## config.mk

```make
export PLATFORM = sky130hd
export DESIGN_NAME = aes128_dec_mode_ctrl
export DESIGN_NICKNAME = d
export VERILOG_FILES = /design/src/rtl/aes128_pkg.sv /design/src/rtl/aes128_dec_mode_ctrl.sv
export SDC_FILE = /design/constraint.sdc
export NUM_CORES = 1
export LEC_CHECK = 0
export BUFFER_PORTS_ARGS = -buffer_cell sky130_fd_sc_hd__buf_2
export CAP_MARGIN = 20
export CORE_AREA = 2 2 266 268
export DETAILED_ROUTE_END_ITERATION = 10
export DIE_AREA = 0 0 268 270
export MAX_ROUTING_LAYER = met4
export PLACE_DENSITY = 0.5
export SLEW_MARGIN = 0
export SYNTH_ARGS = -nofsm -noshare
export SYNTH_HDL_FRONTEND = slang
export SYNTH_SLANG_ARGS = --single-unit
export TNS_END_PERCENT = 30
```

## constraint.sdc

```tcl
create_clock -name clk_sys -period 3.8 [get_ports clk_sys]
set_input_delay 0.76 -clock clk_sys [delete_from_list [all_inputs] [get_ports clk_sys]]
set_output_delay 0.76 -clock clk_sys [all_outputs]
set_load 0.1 [all_outputs]
```

## src/rtl/aes128_pkg.sv

```systemverilog
// Shared AES-128 types and constants for the block-mode controllers.
package aes128_pkg;

  typedef logic [127:0] aes_block_t;

  typedef enum logic {
    AES_ECB = 1'b0,
    AES_CBC = 1'b1
  } aes_mode_e;

  typedef enum logic [1:0] {
    ST_IDLE  = 2'd0,
    ST_START = 2'd1,
    ST_BUSY  = 2'd2,
    ST_OUT   = 2'd3
  } dec_ctrl_state_e;

  localparam int unsigned AES128_NR = 10;

  // ECB decrypts without chaining, so its XOR mask is all zeros.
  function automatic aes_block_t cbc_mask(input aes_mode_e mode, input aes_block_t chain);
    return (mode == AES_CBC) ? chain : '0;
  endfunction

endpackage

```

## src/rtl/aes128_dec_mode_ctrl.sv

```systemverilog
// ECB/CBC decryption sequencer around one external aes128_cipher_core_inv.
// Streams ciphertext in, pulses the core, applies CBC chaining and streams plaintext out.
module aes128_dec_mode_ctrl
  import aes128_pkg::*;
#(
  parameter int unsigned CNT_W = 32
) (
  input  logic             clk_sys,
  input  logic             rst_n,
  input  logic             cfg_mode,
  input  logic             iv_load,
  input  logic [127:0]     iv_in,
  input  logic             key_valid,
  input  logic             in_valid,
  input  logic [127:0]     in_data,
  output logic             in_ready,
  output logic             out_valid,
  output logic [127:0]     out_data,
  input  logic             out_ready,
  output logic             core_start,
  output logic [127:0]     core_cipher_text,
  input  logic             core_ready,
  input  logic [127:0]     core_plain_text,
  output logic             busy,
  output logic [CNT_W-1:0] blk_cnt
);

  dec_ctrl_state_e r_state;
  dec_ctrl_state_e w_state_nxt;
  aes_block_t      r_cin;
  aes_block_t      r_chain;
  aes_block_t      r_out_data;
  aes_mode_e       r_mode;
  logic            r_out_valid;
  logic [CNT_W-1:0] r_blk_cnt;

  logic w_idle;
  logic w_in_hs;
  logic w_out_hs;
  logic w_core_done;

  assign w_idle      = (r_state == ST_IDLE);
  // rst_n gating keeps the combinational outputs at zero while reset is held.
  assign in_ready    = rst_n & w_idle & key_valid;
  assign core_start  = rst_n & (r_state == ST_START) & core_ready;
  assign w_in_hs     = in_valid & in_ready;
  assign w_out_hs    = r_out_valid & out_ready;
  assign w_core_done = (r_state == ST_BUSY) & core_ready;

  assign out_valid        = r_out_valid;
  assign out_data         = r_out_data;
  assign core_cipher_text = r_cin;
  assign busy             = ~w_idle;
  assign blk_cnt          = r_blk_cnt;

  always_comb begin
    w_state_nxt = r_state;
    unique case (r_state)
      ST_IDLE:  if (w_in_hs)     w_state_nxt = ST_START;
      ST_START: if (core_ready)  w_state_nxt = ST_BUSY;
      ST_BUSY:  if (core_ready)  w_state_nxt = ST_OUT;
      ST_OUT:   if (w_out_hs)    w_state_nxt = ST_IDLE;
      default:                   w_state_nxt = ST_IDLE;
    endcase
  end

  always_ff @(posedge clk_sys or negedge rst_n) begin
    if (!rst_n) begin
      r_state     <= ST_IDLE;
      r_cin       <= '0;
      r_chain     <= '0;
      r_out_data  <= '0;
      r_mode      <= AES_ECB;
      r_out_valid <= 1'b0;
      r_blk_cnt   <= '0;
    end else begin
      r_state <= w_state_nxt;

      // IV written here is seen by a block accepted in the same cycle, since chain is only read in BUSY.
      if (w_idle && iv_load) begin
        r_chain <= iv_in;
      end

      if (w_in_hs) begin
        r_cin  <= in_data;
        r_mode <= aes_mode_e'(cfg_mode);
      end

      if (w_core_done) begin
        r_out_data  <= core_plain_text ^ cbc_mask(r_mode, r_chain);
        r_out_valid <= 1'b1;
        if (r_mode == AES_CBC) begin
          r_chain <= r_cin;
        end
      end

      if (w_out_hs) begin
        r_out_valid <= 1'b0;
        r_blk_cnt   <= r_blk_cnt + {{(CNT_W-1){1'b0}}, 1'b1};
      end
    end
  end

  a_out_hold: assert property (@(posedge clk_sys) disable iff (!rst_n)
    (r_out_valid && !out_ready) |=> (r_out_valid && $stable(r_out_data)));

  a_start_single: assert property (@(posedge clk_sys) disable iff (!rst_n)
    core_start |=> !core_start);

endmodule
```

==> key figures, run 1 <==
Detailed routing
  • Via density: 4.36
  • Post-route DRC: 0
  • Pre-antenna DRT Iters: 7
  • DRT iter0 DRCs: 752
  • Via count: 14500
  • Post-Route WL: 63800 µm
  • Post-route ant nets: 0
  • Wire per inst: between 15 and 20 µm

Finish
  • Fillcell total: about 7200
  • Fin nets: around 2700
  • Final std cells w/o fill: roughly 3300
  • Ratio of cells with drive above 1 in the final layout: 39.4%
  • Synth-to-layout area growth: 34.1%

Clocking
  • TritonCTS clock tree: yes
  • Number of clock sinks: 420
  • CTS H-Tree Depth: 2
  • Clk buf depth: 3
  • Clk slew on worst S/H paths: approximately 0.060 ns
  • Cts bufs inserted: 50
  • CTS Root Cell: clkbuf_16
  • Clk Latency, worst-skew pair: roughly 0.58 ns
  • Post-CTS Setup Bufs: 0

Synthesis
  • Post-synth ARST share: 100%
  • Commonest cells in the netlist: 420 x dfrtp_1, 399 x nand2_1, 256 x o21ai_0, 136 x xor2_1, 131 x mux2_2
  • Post-synth EDFFs: 0
  • Sequential-to-total area share from yosys stat: 57.2%
  • Mapped Area: 0.0184 mm²
  • Yosys top cell area share: 57.2%
  • Top-count cell post-synth: dfrtp_1
  • Top FF cell, synth: dfrtp_1
  • Syn Nets: ~2000
  • Largest cells by area after synthesis: dfrtp_1 57%, nand2_1 8.2%, mux2_2 8.0%
  • Cell taking the most area after synthesis: dfrtp_1
  • Synth Instances: 1660
  • Syn Area/Cell: 11.1 µm²
  • Yosys Warn Count: 0
  • Synth Register Bits: 420
  • Netlist cell types: 30

Timing
  • Rel. slew slack: 39.5%
  • FMAX: 337 MHz
  • Actual slew at the worst max-slew pin: 0.907 ns
  • Setup violations, final: 0
  • Slew Limit Fails: 0
  • RSZ-0062 raised after global routing: no
  • Final hold violation count: 0
  • Skew final: between 0.015 and 0.02 ns
  • Tcrit/Tclk final: 78.1%
  • Minimum clock period: 2.97 ns
  • Sum Neg Setup Slack: 0 ns

Floorplan
  • Die W: 268 µm
  • Die ar.: 0.0724 mm²
  • Initial Util: 26.4%
  • Die H: 270 µm
  • Total core area: just under 0.07 mm²
  • Number of placed I/O pins: 684
  • Num rows: 97

Worst setup path
  • Required time of the worst setup path: 3.04 ns
  • WP data arrival: around 2.2 ns
  • R2R cell count: 6
  • Worst Setup End Kind: output pin
  • CP Class: input port to output pin
  • Startpoint types: input port
  • Critical Path Fanout Max: 11

Place
  • Port bufs: 683
  • GPL Wtd Cong: ~0.87
  • Post-Place Cells: about 3200
  • HPWL after DPL: 47200 µm

Global routing
  • Vias in the first global route: 15200
  • First-pass GRT wire length: 95200 µm
  • Largest net degree at the start of global routing: 156
  • Initial antenna violation count: 24
  • Global router's overall resource usage: 17.7%
  • GRT Residual Overflow: 0

Min path
  • Hold crit path type: input port to flip-flop
  • WHS Path Cells: 2

Outcome
  • Outcome: completed

Flow run
  • MaxCap Viol Count: 0
-- cell type report --
type	instances	area [µm²]	area share [%]
flip-flops and latches	420	10500	42.7
multi-input cells	1138	7410	30.1
repair buffers	715	3820	15.5
clock buffers	74	1480	6.02
well taps	940	1180	4.77
clock inverters	12	161	0.655
diodes	23	57.6	0.234
inverters	3	11.3	0.0457
-- what timing repair did --
action                                 4_1_cts  5_1_grt
gates resized for setup                      0        0
hold buffers                                 1        0
endpoints found under the hold margin        7        0
-- critical path, cell delays in order --
cell,delay (ns)
dlygate4sd3_1,0.56
buf_8,0.17
and3_1,0.24
buf_2,0.46
-- kinds of logic after synthesis --
logic type	synth area share, %
buf+inv	2.61
mux	15.1
compound gates	7.10
flops	57.2
fa+ha+maj	0.341
simple gates	10.1
xor+xnor	7.58
-- state kept, by name (all words and copies together), names as in the netlist --
name / count
blk_cnt: 32
r_mode: 1
out_valid: 1
r_state: 2
r_chain: 128
core_cipher_text: 128
out_data: 128
-- metrics by stage --
| step | worst slack (ns) | hold slack, ns | area, µm² | utilization (%) |
|---|---|---|---|---|
| global route | 0.792 | 0.371 | 24600 | 35.4 |
| global placement | 1.22 | 0.457 | 22900 | 33.0 |
| finish | 0.832 | 0.404 | 24600 | 35.4 |
| CTS | 0.822 | 0.352 | 24600 | 35.3 |
| floorplan | 1.18 | 0.464 | 18400 | - |
| detailed placement | 1.19 | 0.465 | 22900 | 33.0 |
-- final timing paths --
check,slack (ns),end,start
max in group asynchronous,1.31,r_chain[60]$_DFF_PN0_,rst_n
hold reg to reg,0.47,out_data[113]$_DFFE_PN0N_,out_data[113]$_DFFE_PN0N_
hold / removal,0.40,core_cipher_text[70]$_DFFE_PN0P_,in_data[70]
min in group asynchronous,0.58,out_data[34]$_DFFE_PN0N_,rst_n
setup / recovery,0.83,in_ready,rst_n
setup reg to reg,1.33,core_cipher_text[44]$_DFFE_PN0P_,r_state[0]$_DFFE_PN0P_
-- cell usage in the layout (no fill, tap or decap), types with 2 or more instances in the layout --
cell	n
nor4_1	2
o21ai_0	256
clkbuf_8	12
nand4b_1	2
nor2_1	7
clkbuf_16	51
buf_4	20
nand2_1	396
inv_1	3
buf_12	12
nor4_4	2
and2_1	2
ha_1	5
dfrtp_1	419
mux2_2	131
clkinv_8	2
bufinv_16	3
clkinv_2	6
nand4_1	13
clkbuf_1	11
diode_2	23
xnor2_1	23
and3_1	9
nand3_1	10
buf_2	681
nor3_1	3
mux2i_1	129
nand2_4	3
and4_1	2
xor2_1	136
-- routing by layer --
metal | vias up | part of all wire, % | GRT usage (%)
met1 | 7008 | 40 | 20.3
met2 | 448 | 51 | 30.3
met5 | - | 0 | -
li1 | 6926 | - | -
met3 | 120 | 5.7 | 3.66
met4 | 0 | 3.5 | 7.01
Power of run 1 is not shown: default switching activity piles up to over one toggle a cycle in this logic, so the estimate is an artifact.
==> inputs of run 2 (changes only) <==
--- a/config.mk
+++ b/config.mk
@@ -7,11 +7,11 @@
 export LEC_CHECK = 0
 export BUFFER_PORTS_ARGS = -buffer_cell sky130_fd_sc_hd__buf_2
 export CAP_MARGIN = 20
-export CORE_AREA = 2 2 266 268
+export CORE_AREA = 2 2 267 269
 export DETAILED_ROUTE_END_ITERATION = 10
-export DIE_AREA = 0 0 268 270
+export DIE_AREA = 0 0 269 271
 export MAX_ROUTING_LAYER = met4
-export PLACE_DENSITY = 0.5
+export PLACE_DENSITY = 0.52
 export SLEW_MARGIN = 0
 export SYNTH_ARGS = -nofsm -noshare
 export SYNTH_HDL_FRONTEND = slang
==> constraint.sdc (replaced) <==
create_clock -name clk_sys -period 2.7 [get_ports clk_sys]
set_input_delay 0.54 -clock clk_sys [delete_from_list [all_inputs] [get_ports clk_sys]]
set_output_delay 0.54 -clock clk_sys [all_outputs]
set_load 0.1 [all_outputs]
==> run 2 against run 1 <==
Worst setup slack got worse by 0.58 ns. Cell count increased by 0.36%. Clock skew is 0.0066 ns higher. Hold slack lost 0.22 ns. Sequential share of layout area down 0.33 points. Routed wire length up 2.2%. Global-route usage up 0.10 points. Critical endpoint is now busy.
==> key figures, run 2 (synthesis results as in run 1) <==
Detailed routing
  • Post-Route WL: 65200 µm (+2.2%)
  • Wire per inst: 19.5 µm (+1.8%)
  • Via density: 4.39 (+0.62%)
  • Post-route ant nets: 0 (unchanged)
  • DRT iter0 DRCs: 799 (+6.3%)
  • Via count: 14600 (+0.98%)
  • Post-route DRC: 0 (unchanged)
  • Pre-antenna DRT Iters: 5 (-2)

Timing
  • Slew Limit Fails: 0 (unchanged)
  • Minimum clock period: 2.45 ns
  • Tcrit/Tclk final: 90.6%
  • Rel. slew slack: 34.9% (-4.6 points)
  • Sum Neg Setup Slack: 0 ns (unchanged)
  • FMAX: 409 MHz
  • Skew final: 0.0252 ns (+0.00663 ns)
  • Setup violations, final: 0 (unchanged)
  • Hold_ws: 0.182 ns (-0.223 ns)
  • Actual slew at the worst max-slew pin: 0.976 ns (+0.0687 ns)
  • RSZ-0062 raised after global routing: no
  • Final hold violation count: 0 (unchanged)

Clocking
  • Clk buf depth: 3 (unchanged)
  • Number of clock sinks: 420 (unchanged)
  • Clk Latency, worst-skew pair: 0.59 ns (about the same)
  • CTS Root Cell: clkbuf_16
  • CTS H-Tree Depth: 2 (unchanged)
  • Cts bufs inserted: 50 (unchanged)
  • CTS resizes: 0 (unchanged)
  • TritonCTS clock tree: yes
  • Clk slew on worst S/H paths: 0.06 ns (about the same)

Worst setup path
  • WP data arrival: 1.91 ns (-0.30 ns)
  • R2R cell count: 7 (+1)
  • Startpoint types: flip-flop
  • Critical Path Fanout Max: 5 (-6)
  • CP Class: flip-flop to output pin
  • Required time of the worst setup path: 2.16 ns (-0.88 ns)
  • Worst Setup End Kind: output pin

Global routing
  • Vias in the first global route: 15300 (+0.50%)
  • Initial antenna violation count: 22 (-8.3%)
  • GRT Residual Overflow: 0 (unchanged)
  • Largest net degree at the start of global routing: 160 (+2.6%)
  • Global router's overall resource usage: 17.8% (+0.10 points)
  • First-pass GRT wire length: 95800 µm (+0.67%)

Floorplan
  • Num rows: 97 (unchanged)
  • Die ar.: 0.0729 mm² (+0.74%)
  • Die H: 271 µm (+0.37%)
  • Initial Util: 26.3% (-0.092 points)
  • Total core area: 0.0698 mm² (+0.35%)
  • Die W: 269 µm (+0.37%)
  • Number of placed I/O pins: 684 (unchanged)

Finish
  • Fin nets: 2736 (+0.40%)
  • Ratio of cells with drive above 1 in the final layout: 39.7% (+0.28 points)
  • Most common cell after layout, fill and taps aside: buf_2
  • Synth-to-layout area growth: 35.2%
  • Most frequent cells in the layout: 680 x buf_2, 419 x dfrtp_1, 396 x nand2_1

Place
  • GPL Wtd Cong: 0.886 (+1.5%)
  • HPWL after DPL: 49400 µm (+4.7%)
  • Port bufs: 683 (unchanged)

Outcome
  • Outcome: completed

Min path
  • WHS Path Cells: 2 (unchanged)
  • Hold crit path type: input port to flip-flop

Flow run
  • MaxCap Viol Count: 0 (unchanged)
[run 2: changes by cell type in the layout (fill, tap and decap cells not counted), sizes merged]
| cell | previous run | this run |
|---|---|---|
| buf | 714 | 725 |
| diode | 23 | 19 |
| clkinv | 8 | 10 |
| clkinvlp | 0 | 1 |
| clkbuf | 74 | 76 |
[run 2: final timing paths]
check / end / start / slack, ns
setup / recovery: busy / r_state[0]$_DFFE_PN0P_ / 0.25
min in group asynchronous: out_data[36]$_DFFE_PN0N_ / rst_n / 0.60
setup reg to reg: core_cipher_text[93]$_DFFE_PN0P_ / r_state[0]$_DFFE_PN0P_ / 0.53
hold / removal: out_valid$_DFFE_PN0P_ / out_ready / 0.18
max in group asynchronous: r_chain[104]$_DFF_PN0_ / rst_n / 0.82
hold reg to reg: out_data[15]$_DFFE_PN0N_ / out_data[15]$_DFFE_PN0N_ / 0.47
[run 2: what timing repair did]
action	CTS	global route
buffers inserted	0	0
hold endpoints to repair	18	0
hold buffers	1	0
[run 2: critical path, cell delays in order, from the launching register on]
cell     delay (ns)
dfrtp_1        0.40
inv_1          0.08
ha_1           0.28
inv_1          0.12
buf_2          0.44
[run 2: cell type report]
type	count	area, µm²
sequential	420	10500
inverter	3	11.3
multi-input combinational	1138	7410
antenna	19	47.5
tap	940	1180
clock buffer	76	1480
timing repair buffer	726	4010
clock inverter	15	183
fill	7172	45000
[run 2: through the flow]
stage	utilization [%]	std cells	setup slack, ns	area, µm²
2_1_floorplan	-	1660	0.150	18400
3_3_place_gp	33.1	3226	0.580	23100
3_5_place_dp	33.1	3226	0.539	23100
4_1_cts	35.5	3318	0.177	24800
5_1_grt	35.6	3337	0.116	24800
6_report	35.6	3337	0.253	24800
[run 2: routing by layer]
layer  vias to the layer above  GRT usage (%)  share of wire, %
met4                         0           6.40               3.0
met3                       112           3.22               5.3
li1                       6974              -                 -
met5                         -              -                 0
met2                       420           29.6                50
met1                      7138           21.6                41
Power of run 2 is left out for the same reason.
